`src/rtl/i2c_master_burst.sv`:
```
// i2c_master_burst: single-master I2C controller running START, address + R/W,
// a burst of len data bytes and STOP, with clock stretching and NACK reporting.
// Ports:
//   clk, reset (async, active-high)
//   start/rd/periph_addr/len : transaction request, latched in IDLE
//   tx_data/tx_valid/tx_ready: write byte stream (tx_ready pulses on latch)
//   rx_data/rx_valid         : read byte output with 1-cycle strobe
//   busy/done/nack           : status (nack sticky until next accepted start)
//   scl_oe/scl_i, sda_oe/sda_i: open-drain pad controls (oe=1 pulls low) and sensed levels
module i2c_master_burst #(
    parameter int unsigned CLK_DIV = 4,
    parameter int unsigned LEN_W   = 4
) (
    input  logic             clk,
    input  logic             reset,
    input  logic             start,
    input  logic             rd,
    input  logic [6:0]       periph_addr,
    input  logic [LEN_W-1:0] len,
    input  logic [7:0]       tx_data,
    input  logic             tx_valid,
    output logic             tx_ready,
    output logic [7:0]       rx_data,
    output logic             rx_valid,
    output logic             busy,
    output logic             done,
    output logic             nack,
    output logic             scl_oe,
    input  logic             scl_i,
    output logic             sda_oe,
    input  logic             sda_i
);

    localparam int unsigned DIV_W = $clog2(CLK_DIV + 1);
    localparam logic [DIV_W-1:0] DIV_LAST = DIV_W'(CLK_DIV - 1);

    typedef enum logic [3:0] {
        IDLE, START, ADDR, ADDR_ACK, WR_BYTE, WR_ACK, RD_BYTE, RD_ACK, STOP
    } state_t;

    state_t           state_q, state_d;
    logic [1:0]       phase_q, phase_d;
    logic [DIV_W-1:0] div_q, div_d;
    logic [2:0]       bit_q, bit_d;
    logic [7:0]       shift_q, shift_d;
    logic [LEN_W-1:0] cnt_q, cnt_d;
    logic             rd_q, rd_d;
    logic             wait_q, wait_d;
    logic             sda_s_q, sda_s_d;
    logic             busy_d, nack_d, done_d, tx_ready_d, rx_valid_d;
    logic [7:0]       rx_data_d;
    logic             scl_oe_d, sda_oe_d;
    logic             hold, tick, bit_end, sample, enter_wr;

    // Stretch hold: freeze at P2 entry while a peripheral keeps SCL low.
    assign hold    = (state_q != IDLE) && (phase_q == 2'd2) && (div_q == '0)
                     && !scl_oe && !scl_i;
    assign tick    = (div_q == DIV_LAST) && !hold && !wait_q;
    assign bit_end = tick && (phase_q == 2'd3);
    assign sample  = tick && (phase_q == 2'd2);

    // State and datapath registers.
    always_ff @(posedge clk or posedge reset) begin
        if (reset) begin
            state_q  <= IDLE;
            phase_q  <= '0;
            div_q    <= '0;
            bit_q    <= '0;
            shift_q  <= '0;
            cnt_q    <= '0;
            rd_q     <= 1'b0;
            wait_q   <= 1'b0;
            sda_s_q  <= 1'b1;
            busy     <= 1'b0;
            nack     <= 1'b0;
            done     <= 1'b0;
            tx_ready <= 1'b0;
            rx_valid <= 1'b0;
            rx_data  <= '0;
            scl_oe   <= 1'b0;
            sda_oe   <= 1'b0;
        end else begin
            state_q  <= state_d;
            phase_q  <= phase_d;
            div_q    <= div_d;
            bit_q    <= bit_d;
            shift_q  <= shift_d;
            cnt_q    <= cnt_d;
            rd_q     <= rd_d;
            wait_q   <= wait_d;
            sda_s_q  <= sda_s_d;
            busy     <= busy_d;
            nack     <= nack_d;
            done     <= done_d;
            tx_ready <= tx_ready_d;
            rx_valid <= rx_valid_d;
            rx_data  <= rx_data_d;
            scl_oe   <= scl_oe_d;
            sda_oe   <= sda_oe_d;
        end
    end

    // Next-state, bit timing and datapath.
    always_comb begin
        state_d    = state_q;
        phase_d    = phase_q;
        div_d      = div_q;
        bit_d      = bit_q;
        shift_d    = shift_q;
        cnt_d      = cnt_q;
        rd_d       = rd_q;
        wait_d     = wait_q;
        sda_s_d    = sda_s_q;
        busy_d     = busy;
        nack_d     = nack;
        rx_data_d  = rx_data;
        done_d     = 1'b0;
        tx_ready_d = 1'b0;
        rx_valid_d = 1'b0;
        enter_wr   = 1'b0;

        // Quarter-bit divider; phase wraps 3->0 at each bit boundary.
        if (state_q != IDLE && !hold && !wait_q) begin
            if (div_q == DIV_LAST) begin
                div_d   = '0;
                phase_d = phase_q + 2'd1;
            end else begin
                div_d = div_q + DIV_W'(1);
            end
        end

        if (sample) sda_s_d = sda_i;

        case (state_q)
            IDLE: begin
                div_d   = '0;
                phase_d = '0;
                bit_d   = '0;
                wait_d  = 1'b0;
                if (start) begin
                    rd_d    = rd;
                    shift_d = {periph_addr, rd};
                    cnt_d   = len;
                    nack_d  = 1'b0;
                    busy_d  = 1'b1;
                    state_d = START;
                end
            end
            START: begin
                if (bit_end) begin
                    bit_d   = '0;
                    state_d = ADDR;
                end
            end
            ADDR: begin
                if (bit_end) begin
                    shift_d = {shift_q[6:0], 1'b0};
                    bit_d   = bit_q + 3'd1;
                    if (bit_q == 3'd7) state_d = ADDR_ACK;
                end
            end
            ADDR_ACK: begin
                if (bit_end) begin
                    if (sda_s_q) begin
                        nack_d  = 1'b1;
                        state_d = STOP;
                    end else if (cnt_q == '0) begin
                        state_d = STOP;
                    end else if (rd_q) begin
                        bit_d   = '0;
                        state_d = RD_BYTE;
                    end else begin
                        enter_wr = 1'b1;
                    end
                end
            end
            WR_BYTE: begin
                if (wait_q && tx_valid) begin
                    shift_d    = tx_data;
                    tx_ready_d = 1'b1;
                    wait_d     = 1'b0;
                end
                if (bit_end) begin
                    shift_d = {shift_q[6:0], 1'b0};
                    bit_d   = bit_q + 3'd1;
                    if (bit_q == 3'd7) begin
                        cnt_d   = (cnt_q == '0) ? cnt_q : cnt_q - LEN_W'(1);
                        state_d = WR_ACK;
                    end
                end
            end
            WR_ACK: begin
                if (bit_end) begin
                    if (sda_s_q) begin
                        nack_d  = 1'b1;
                        state_d = STOP;
                    end else if (cnt_q != '0) begin
                        enter_wr = 1'b1;
                    end else begin
                        state_d = STOP;
                    end
                end
            end
            RD_BYTE: begin
                if (sample) shift_d = {shift_q[6:0], sda_i};
                // Strobe lands on the last clock of bit 7's P3.
                if (bit_q == 3'd7 && phase_d == 2'd3 && div_d == DIV_LAST) begin
                    rx_data_d  = shift_d;
                    rx_valid_d = 1'b1;
                end
                if (bit_end) begin
                    bit_d = bit_q + 3'd1;
                    if (bit_q == 3'd7) begin
                        cnt_d   = (cnt_q == '0) ? cnt_q : cnt_q - LEN_W'(1);
                        state_d = RD_ACK;
                    end
                end
            end
            RD_ACK: begin
                if (bit_end) begin
                    bit_d   = '0;
                    state_d = (cnt_q != '0) ? RD_BYTE : STOP;
                end
            end
            STOP: begin
                if (bit_end) begin
                    done_d  = 1'b1;
                    busy_d  = 1'b0;
                    state_d = IDLE;
                end
            end
            default: state_d = IDLE;
        endcase

        // Byte fetch: latch now if offered, otherwise stall in P0 with SCL low.
        if (enter_wr) begin
            state_d = WR_BYTE;
            bit_d   = '0;
            if (tx_valid) begin
                shift_d    = tx_data;
                tx_ready_d = 1'b1;
                wait_d     = 1'b0;
            end else begin
                wait_d = 1'b1;
            end
        end
    end

    // Pad drive derived from the upcoming state so the pins are registered.
    always_comb begin
        scl_oe_d = 1'b0;
        sda_oe_d = 1'b0;
        if (state_d != IDLE && state_d != START) scl_oe_d = !phase_d[1];
        case (state_d)
            START:   sda_oe_d = phase_d[1];
            ADDR:    sda_oe_d = !shift_d[7];
            WR_BYTE: sda_oe_d = !wait_d && !shift_d[7];
            RD_ACK:  sda_oe_d = (cnt_d != '0);
            STOP:    sda_oe_d = (phase_d != 2'd3);
            default: sda_oe_d = 1'b0;
        endcase
    end

endmodule

```
`config.mk`:
```
export PLATFORM = sky130hd
export DESIGN_NAME = i2c_master_burst
export DESIGN_NICKNAME = d
export VERILOG_FILES = /design/src/rtl/i2c_master_burst.sv
export SDC_FILE = /design/constraint.sdc
export NUM_CORES = 1
export LEC_CHECK = 0
export BUFFER_PORTS_ARGS = -buffer_cell sky130_fd_sc_hd__buf_4
export CORE_ASPECT_RATIO = 1.5
export CORE_UTILIZATION = 48
export CTS_CLUSTER_SIZE = 8
export DETAILED_ROUTE_END_ITERATION = 8
export PLACE_DENSITY_LB_ADDON = 0.12
export RECOVER_POWER = 100
export SETUP_SLACK_MARGIN = 0.2
export SKIP_LAST_GASP = 1
export SLEW_MARGIN = 20
export SYNTH_ARGS = -nofsm -noshare
export SYNTH_HDL_FRONTEND = slang
export SYNTH_SLANG_ARGS = --single-unit
export TNS_END_PERCENT = 20
```
`constraint.sdc`:
```
create_clock -name clk -period 7.5 [get_ports clk]
set_input_delay 1.125 -clock clk [delete_from_list [all_inputs] [get_ports clk]]
set_output_delay 1.125 -clock clk [all_outputs]
set_load 0.1 [all_outputs]
```
==> results.sh, run 1 <==
export IMPL_netlist_instances=303
export IMPL_drt_pass1_iterations=5
export IMPL_yosysTopAreaCell="dfrtp_1"
export IMPL_row_count=33
export IMPL_final_area_um2=3080
export IMPL_drive_above_1_share_pct=14.6
export IMPL_status="complete, but fails checks"
export IMPL_grt_antenna_before_repair=0
export IMPL_postCtsSetupBuffers=0
export IMPL_synth_cell_type_count=63
export IMPL_crit_family="compound AO/OA/AOI/OAI gates"
export IMPL_avgSynthCellArea_um2=9.23
export IMPL_synthTopCellsByArea="dfrtp_1 37%, nand3_1 3.9%, nand2_1 3.4%, o21ai_0 3.2%, mux2_2 3.2%"
export IMPL_clock_latency_ps=300
export IMPL_start_util_pct=50.6
export IMPL_synth_top_family_by_area="compound AO/OA/AOI/OAI gates"
export IMPL_htreeDepth=2
export IMPL_synth_compound_area_share_pct=23.4
export IMPL_r2r_end="sda_oe$_DFF_PP0_"
export IMPL_cp_start_kind="register"
export IMPL_cp_slowest_cell="nor4_1"
export IMPL_area_growth_pct=10.2
export IMPL_drtIter0Drc=149
export IMPL_post_place_ws_ps=3710
export IMPL_cpMostUsedCell="nor4_1"
export IMPL_hold_violations=0
export IMPL_crit_buf_inv=0
export IMPL_via_count=2569
export IMPL_wl_met1_um=2900
export IMPL_dr_wl_met2_um=3730
export IMPL_io_pin_count=41
export IMPL_final_max_slew_violation_count=82
export IMPL_reg2reg_depth=7
export IMPL_dp_cells=397
export IMPL_drcViolationCount=0
export IMPL_fillers=531
export IMPL_rrSetupSlack_ps=2450
export IMPL_async_flop_share_pct=100
export IMPL_period_share_pct=67.4
export IMPL_yosys_most_used_dff="dfrtp_1"
export IMPL_violations="max-capacitance violations, max-slew violations"
export IMPL_synth_most_common_cell="dfrtp_1"
export IMPL_critPathMaxFanout=22
export IMPL_dpl_instance_area_um2=3110
export IMPL_fin_ws_ps=2450
export IMPL_cts_resized=0
export IMPL_drtAntennaViolNets=0
export IMPL_finalNonFillerCells=405
export IMPL_fin_crit_ps=5050
export IMPL_layout_nets=367
export IMPL_yosysWarnings=0
export IMPL_max_slew_margin_rel_pct=-59.3
export IMPL_hpwl_um=5340
export IMPL_tightest_slew_ps=2370
export IMPL_clkSinkCount=42
export IMPL_cts_root_buf="clkbuf_8"
export IMPL_grt_overflow=0
export IMPL_grt_pass1_vias=2474
export IMPL_numCtsBuffers=5
export IMPL_drv_cap=3
export IMPL_path_cells="nor4_1, o31ai_1, o311ai_0, a2111oi_4, nor4_1, a31oi_1, o221ai_2"
export IMPL_slowest_delay_ps=1650
export IMPL_diodes=0
export IMPL_top_layer_used="met4"
export IMPL_yosysSeqAreaShare_pct=37.6
export IMPL_critPathKind="reg -> reg"
export IMPL_wl_per_cell_um=17.8
export IMPL_synthAdderAreaFrac_pct=3.13
export IMPL_port_buffers=40
export IMPL_rsz0062_at_grt="false"
export IMPL_setup_viol=0
export IMPL_synth_top_cell_area_share_pct=36.7
export IMPL_tritoncts="done"
export IMPL_power_density_nw_per_um2=302
export IMPL_gp_congestion=0.901
export IMPL_min_to="rx_data[1]$_DFFE_PP0P_"
export IMPL_synth_area_um2=2800
export IMPL_coreArea_um2=5530
export IMPL_cp_arrival_ps=5270
export IMPL_timing_fmax_ghz=0.198
export IMPL_synth_area_mux_share_pct=8.68
export IMPL_synth_xor_xnor_area_share_pct=0.313
export IMPL_crit_reg2reg_launch="state_q[1]$_DFF_PP0_"
export IMPL_synth_top_cells_by_count="41 x dfrtp_1, 25 x nand2_1, 24 x nor2_1"
export IMPL_die_area_um2=6140
export IMPL_p_leak_nw=1.35
export IMPL_grt_max_degree=43
export IMPL_grt_pass1_wl_um=11500
export IMPL_end_kind="register"
export IMPL_ir_drop_uv=131
export IMPL_crit_required_ps=7710
export IMPL_die_x_um=64.3
export IMPL_fin_skew_ps=11.7
export IMPL_hold_path_class="reg -> reg"
export IMPL_clk_pin_slew_ps=80
export IMPL_wl_um=7220
export IMPL_holdCritStartpoint="rx_data[1]$_DFFE_PP0P_"
export IMPL_synth_simple_area_share_pct=21.7
export IMPL_finalPower_mw=0.930
export IMPL_viasPerCell=6.34
export IMPL_ctsHoldBuffers=0
export IMPL_ys_ff_latch=42
export IMPL_met3_length_um=314
export IMPL_cts_path_max_buffers=2
export IMPL_min_delay_path_depth=1
export IMPL_tns_ps=0
export IMPL_track_usage_pct=24.5
export IMPL_die_h_um=95.5
export IMPL_synth_edf_count=0
export IMPL_synthesis_nets=336
-- flip-flops by register name, summed over array words and instances, names as in the netlist, 2 cells and up --
name,cells
phase_q,2
bit_q,3
state_q,4
shift_q,8
div_q,3
cnt_q,4
rx_data,8
-- layout make-up --
| class | instances | area (um^2) | share of cell area, % |
|---|---|---|---|
| Timing Repair Buffer | 42 | 255 | 8.28 |
| Clock inverter | 1 | 5.00 | 0.162 |
| Multi-Input combinational cell | 230 | 1550 | 50.2 |
| Inverter | 13 | 48.8 | 1.58 |
| Sequential cell | 42 | 1050 | 34.1 |
| Tap cell | 70 | 87.6 | 2.84 |
| Clock buffer | 7 | 86.3 | 2.80 |
-- stage by stage --
stage	hold WS (ps)	util, %
floorplan	462	-
global placement	478	56.2
detailed placement	487	56.2
CTS	506	57.8
global route	514	55.7
finish	495	55.7
-- power breakdown --
| group | internal (mW) | leakage, nW | switching, mW |
|---|---|---|---|
| Combinational | 0.173 | 0.762 | 0.233 |
| Sequential | 0.283 | 0.540 | 0.0871 |
| Clock | 0.0744 | 0.0482 | 0.0786 |
-- cells by family (layout without fill, tap and decap cells) --
logic type	count (synthesis)	count (layout)
flops	42	42
xor+xnor	1	1
buf+inv	31	63
simple gates	114	114
mux	22	22
fa+ha+maj	7	7
compound gates	86	86
-- metal layers --
layer,track usage (%),up-vias
li1,-,1207
met1,27.9,1243
met2,43.8,98
met3,3.47,21
met4,13.3,0
met5,0,-
-- worst max path at each step --
stage | startpoint | end | cells after the start
3_5_place_dp | scl_i | sda_oe$_DFF_PP0_ | 8
5_1_grt | state_q[1]$_DFF_PP0_ | sda_oe$_DFF_PP0_ | 7
2_1_floorplan | scl_i | sda_oe$_DFF_PP0_ | 9
4_1_cts | scl_i | sda_oe$_DFF_PP0_ | 8
3_3_place_gp | scl_i | sda_oe$_DFF_PP0_ | 8
6_report | state_q[1]$_DFF_PP0_ | sda_oe$_DFF_PP0_ | 7
-- cell usage in the layout (no fill, tap or decap), types with 3 or more instances in the layout --
cell / count
dfrtp_1: 41
nand2_1: 25
nor2_1: 24
buf_4: 24
nand3_1: 22
o21ai_0: 19
clkbuf_1: 17
a31oi_1: 14
inv_1: 12
a21oi_1: 10
o211ai_1: 9
nor3_1: 8
mux2_2: 8
mux2i_1: 7
mux2_1: 7
ha_1: 7
nand2b_1: 6
a222oi_1: 6
clkbuf_8: 6
nor4_1: 4
o31ai_1: 3
nor2b_1: 3
a221o_1: 3
Power figures use the tool's default switching activity.
==> inputs of run 2 (changes only) <==
clock period = 4.85 ns   (was 7.5 ns; I/O delays follow)
==> run 2 against run 1 <==
Compared with the run above: the run still ends with max-capacitance violations, max-slew violations left; clock skew fell by 1.3 ps; sequential cell count stayed put; utilization grew 1.3 points; cell count is the same; clock-buffer cell count decreased by 1; register-to-register slack worse by 1200 ps; sequential power increased by 55%; fmax grew 42%; wire length increased by 2.1%; global-route usage grew 1.5 points; critical path depth is the same; sequential share of layout area fell by 0.80 points; critical endpoint unchanged; largest cell class unchanged; largest power group unchanged.
==> results.sh, run 2 (same netlist as run 1, synthesis figures left out) <==
export IMPL_top_layer_used="met4"
export IMPL_drtAntennaViolNets=0
export IMPL_finalNonFillerCells=405
export IMPL_tritoncts="done"
export IMPL_numCtsBuffers=5
export IMPL_seq_power_share_pct=36.8
export IMPL_grt_pass1_wl_um=12100
export IMPL_critPathMaxFanout=20
export IMPL_fin_crit_ps=3570
export IMPL_grt_pass1_vias=2476
export IMPL_port_buffers=40
export IMPL_area_growth_pct=12.8
export IMPL_hold_violations=0
export IMPL_ctsHoldBuffers=0
export IMPL_rsz0062_at_grt="false"
export IMPL_htreeDepth=2
export IMPL_hold_path_class="reg -> reg"
export IMPL_violations="max-capacitance violations, max-slew violations"
export IMPL_coreArea_um2=5530
export IMPL_dp_cells=397
export IMPL_swShare_pct=40.6
export IMPL_combPwrFrac_pct=40.8
export IMPL_row_count=33
export IMPL_clk_pin_slew_ps=90
export IMPL_cts_path_max_buffers=2
export IMPL_clkSinkCount=42
export IMPL_ir_drop_uv=223
export IMPL_dr_wl_met2_um=3860
export IMPL_p_leak_nw=1.38
export IMPL_reg_top3="rx_data x8, shift_q x8"
export IMPL_setup_viol=0
export IMPL_fin_skew_ps=10.5
export IMPL_start_util_pct=50.6
export IMPL_io_pin_count=41
export IMPL_layout_nets=367
export IMPL_cts_resized=0
export IMPL_power_frac_clock_pct=22.4
export IMPL_gp_congestion=0.881
export IMPL_drt_pass1_iterations=4
export IMPL_layout_common_cells="41 x dfrtp_1, 25 x nand2_1, 25 x buf_4, 24 x nor2_1, 22 x nand3_1"
export IMPL_final_common_cell="dfrtp_1"
export IMPL_cts_root_buf="clkbuf_8"
export IMPL_die_x_um=64.3
export IMPL_tightest_slew_ps=2310
export IMPL_drcViolationCount=0
export IMPL_postCtsSetupBuffers=0
export IMPL_status="complete, but fails checks"
export IMPL_hpwl_um=5420
export IMPL_wl_per_cell_um=18.2
export IMPL_end_kind="register"
export IMPL_cp_start_kind="register"
export IMPL_tns_ps=0
export IMPL_cp_arrival_ps=3750
export IMPL_track_usage_pct=26.0
export IMPL_max_slew_margin_rel_pct=-54.1
export IMPL_clock_latency_ps=310
export IMPL_die_area_um2=6140
export IMPL_final_max_slew_violation_count=43
export IMPL_viasPerCell=6.27
export IMPL_grt_max_degree=43
export IMPL_crit_required_ps=5030
export IMPL_drtIter0Drc=142
export IMPL_grt_overflow=0
export IMPL_drive_above_1_share_pct=15.2
export IMPL_met3_length_um=307
export IMPL_diodes=0
export IMPL_grt_antenna_before_repair=0
export IMPL_drv_cap=1
export IMPL_die_h_um=95.5
export IMPL_wl_um=7370
export IMPL_internal_power_mw=0.927
export IMPL_power_density_nw_per_um2=495
export IMPL_switchingPower_mw=0.634
export IMPL_via_count=2539
export IMPL_timing_fmax_ghz=0.280
export IMPL_wl_met1_um=2990
export IMPL_period_share_pct=73.5
export IMPL_critPathKind="reg -> reg"
## run 2: changes by cell type in the layout (fill, tap and decap cells not counted), sizes merged
cell / previous run / this run
clkbuf: 25 / 23
bufinv: 0 / 2
clkinv: 2 / 1
buf: 24 / 25
## run 2: routing by layer
layer	vias to the layer above	track usage, %
li1	1200	-
met1	1235	30.2
met2	86	46.3
met3	18	3.83
met4	0	12.8
met5	-	0
## run 2: worst paths after layout
kind                       cells after the start                endpoint  slack, ps              startpoint
max                                            7        sda_oe$_DFF_PP0_       1280    state_q[1]$_DFF_PP0_
min                                            1  rx_data[1]$_DFFE_PP0P_        500  rx_data[1]$_DFFE_PP0P_
max reg2reg                                    7        sda_oe$_DFF_PP0_       1280    state_q[1]$_DFF_PP0_
min reg2reg                                    1  rx_data[1]$_DFFE_PP0P_        500  rx_data[1]$_DFFE_PP0P_
max in group asynchronous                      3      rx_valid$_DFF_PP0_       2270                   reset
min in group asynchronous                      3    bit_q[2]$_DFFE_PP0P_       1260                   reset
## run 2: worst max-delay path: stages (launching register included)
cell and delay (ps):
dfrtp_1 620, nor4_4 760, and2_0 740, nor2_1 130, a21o_1 210, a221o_1 310, nor4_1 510, o221ai_2 140
## run 2: area by class of cell
type                    count  area, um^2
well taps                  70        87.6
inverters                  13        48.8
fillers                   552        2380
multi-input cells         230        1570
clock buffers               6        82.6
clock inverters             2        60.1
flip-flops and latches     42        1050
repair buffers             42         255
## run 2: power groups by stage
stage	clock (mW)	combinational (mW)	sequential, mW
floorplan	0	0.521	0.539
CTS	0.354	0.657	0.570
detailed placement	0	0.654	0.576
global route	0.366	0.711	0.586
global placement	0	0.647	0.577
finish	0.350	0.637	0.574
## run 2: through the flow
stage          cell area (um^2)  hold slack [ps]  total power [mW]  worst slack (ps)  utilization (%)
6_report                   3160              495              1.56              1280             57.1
5_1_grt                    3160              522              1.66              1000             57.1
4_1_cts                    3250              502              1.58              1600             58.7
2_1_floorplan              2800              462              1.06              2120                -
3_3_place_gp               3110              481              1.22              1530             56.2
3_5_place_dp               3110              486              1.23              1450             56.2
==> inputs of run 3 (changes only) <==
clock period = 3.2 ns   (was 4.85 ns; I/O delays follow)
==> run 3 against run 2 <==
Compared with the run above: the run now ends clean; die area did not move; total power grew 53%; register-to-register slack got worse by 910 ps; first-iteration DRC count is 6.3% higher; non-clock buffer count is 10 higher; sequential share of layout area decreased by 0.92 points; clock power grew 50%; cell count rose by 2.5%; critical path type unchanged.
==> results.sh, run 3 (same netlist as run 1, synthesis figures left out) <==
export IMPL_period_share_pct=88.3
export IMPL_critPathKind="reg -> reg"
export IMPL_fin_crit_ps=2830
export IMPL_hold_path_class="in -> async"
export IMPL_tritoncts="done"
export IMPL_coreArea_um2=5530
export IMPL_cts_resized=0
export IMPL_power_density_nw_per_um2=738
export IMPL_grt_antenna_before_repair=0
export IMPL_grt_pass1_wl_um=11600
export IMPL_timing_fmax_ghz=0.354
export IMPL_drtAntennaViolNets=0
export IMPL_clkSinkCount=42
export IMPL_gp_congestion=0.903
export IMPL_drt_pass1_iterations=5
export IMPL_ir_drop_uv=420
export IMPL_tightest_slew_ps=1440
export IMPL_status="finished clean"
export IMPL_fin_skew_ps=9.56
export IMPL_p_leak_nw=1.42
export IMPL_tns_ps=0
export IMPL_layout_nets=377
export IMPL_die_x_um=64.3
export IMPL_row_count=33
export IMPL_hpwl_um=5530
export IMPL_critPathMaxFanout=13
export IMPL_drtIter0Drc=151
export IMPL_via_count=2527
export IMPL_reg2reg_depth=9
export IMPL_diodes=0
export IMPL_final_area_um2=3250
export IMPL_final_common_cell="dfrtp_1"
export IMPL_port_buffers=40
export IMPL_crit_required_ps=3370
export IMPL_cp_start_kind="register"
export IMPL_cp_arrival_ps=3000
export IMPL_grt_max_degree=26
export IMPL_htreeDepth=2
export IMPL_drv_cap=0
export IMPL_setup_viol=0
export IMPL_clk_pin_slew_ps=80
export IMPL_drive_above_1_share_pct=18.0
export IMPL_clock_latency_ps=300
export IMPL_wl_per_cell_um=17.5
export IMPL_viasPerCell=6.09
export IMPL_start_util_pct=50.6
export IMPL_grt_overflow=0
export IMPL_drcViolationCount=0
export IMPL_dpl_instance_area_um2=3180
export IMPL_final_max_slew_violation_count=0
export IMPL_wl_um=7280
export IMPL_cts_root_buf="clkbuf_8"
export IMPL_rsz0062_at_grt="false"
export IMPL_die_area_um2=6140
export IMPL_die_h_um=95.5
export IMPL_hold_violations=0
export IMPL_ctsHoldBuffers=0
export IMPL_end_kind="register"
export IMPL_numCtsBuffers=5
export IMPL_cts_path_max_buffers=2
export IMPL_io_pin_count=41
export IMPL_reg_top3="rx_data x8, shift_q x8"
export IMPL_layout_common_cells="41 x dfrtp_1, 32 x buf_4, 25 x nand2_1, 24 x nor2_1, 22 x nand3_1"
export IMPL_track_usage_pct=24.8
export IMPL_area_growth_pct=16.1
export IMPL_postCtsSetupBuffers=0
export IMPL_grt_pass1_vias=2402
export IMPL_max_slew_margin_rel_pct=3.93
[run 3: where the power goes]
| group | switching, mW | internal, mW | leakage, nW |
|---|---|---|---|
| clock network | 0.191 | 0.333 | 0.0714 |
| logic | 0.603 | 0.430 | 0.811 |
| registers | 0.176 | 0.664 | 0.540 |
[run 3: final cells by class]
class | instances | area (um^2)
Multi-Input combinational cell | 230 | 1600
Tap cell | 70 | 87.6
Clock inverter | 2 | 60.1
Clock buffer | 6 | 82.6
Inverter | 13 | 48.8
Fill cell | 528 | 2290
Timing Repair Buffer | 52 | 319
Sequential cell | 42 | 1050
[run 3: through the flow]
stage / hold WS, ps / setup WS [ps] / total power, mW / std cells / util (%)
after global routing: 209 / 130 / 2.56 / 415 / 58.7
after global placement: 480 / 425 / 1.88 / 407 / 57.5
after CTS: 191 / 356 / 2.42 / 415 / 60.1
after floorplan: 462 / 472 / 1.61 / 303 / -
final: 175 / 375 / 2.40 / 415 / 58.7
after detailed placement: 487 / 375 / 1.89 / 407 / 57.5
[run 3: metal layers]
layer | vias to the layer above | wire length [um] | track usage (%) | share of wire, %
met4 | 0 | 169 | 10.0 | 2.3
met3 | 14 | 239 | 2.63 | 3.3
li1 | 1225 | - | - | -
met5 | - | 0 | 0 | 0
met1 | 1217 | 2990 | 29.1 | 41
met2 | 71 | 3880 | 45.4 | 53
[run 3: worst paths after layout]
path	slack (ps)	to	from
hold / removal	180	bit_q[2]$_DFFE_PP0P_	reset
hold reg to reg	500	rx_data[1]$_DFFE_PP0P_	rx_data[1]$_DFFE_PP0P_
max in group asynchronous	1350	nack$_DFFE_PP0P_	reset
setup / recovery	370	sda_oe$_DFF_PP0_	div_q[0]$_DFF_PP0_
min in group clk	400	rd_q$_DFFE_PP0P_	rd
setup reg to reg	370	sda_oe$_DFF_PP0_	div_q[0]$_DFF_PP0_
[run 3: critical path, cell delays in order, from the launching register on]
cell,delay [ps]
dfrtp_1,400
inv_1,80
ha_1,140
or3b_1,490
o31a_2,500
and4_1,250
a211oi_1,440
nor4_1,100
a31oi_1,190
o221ai_2,110
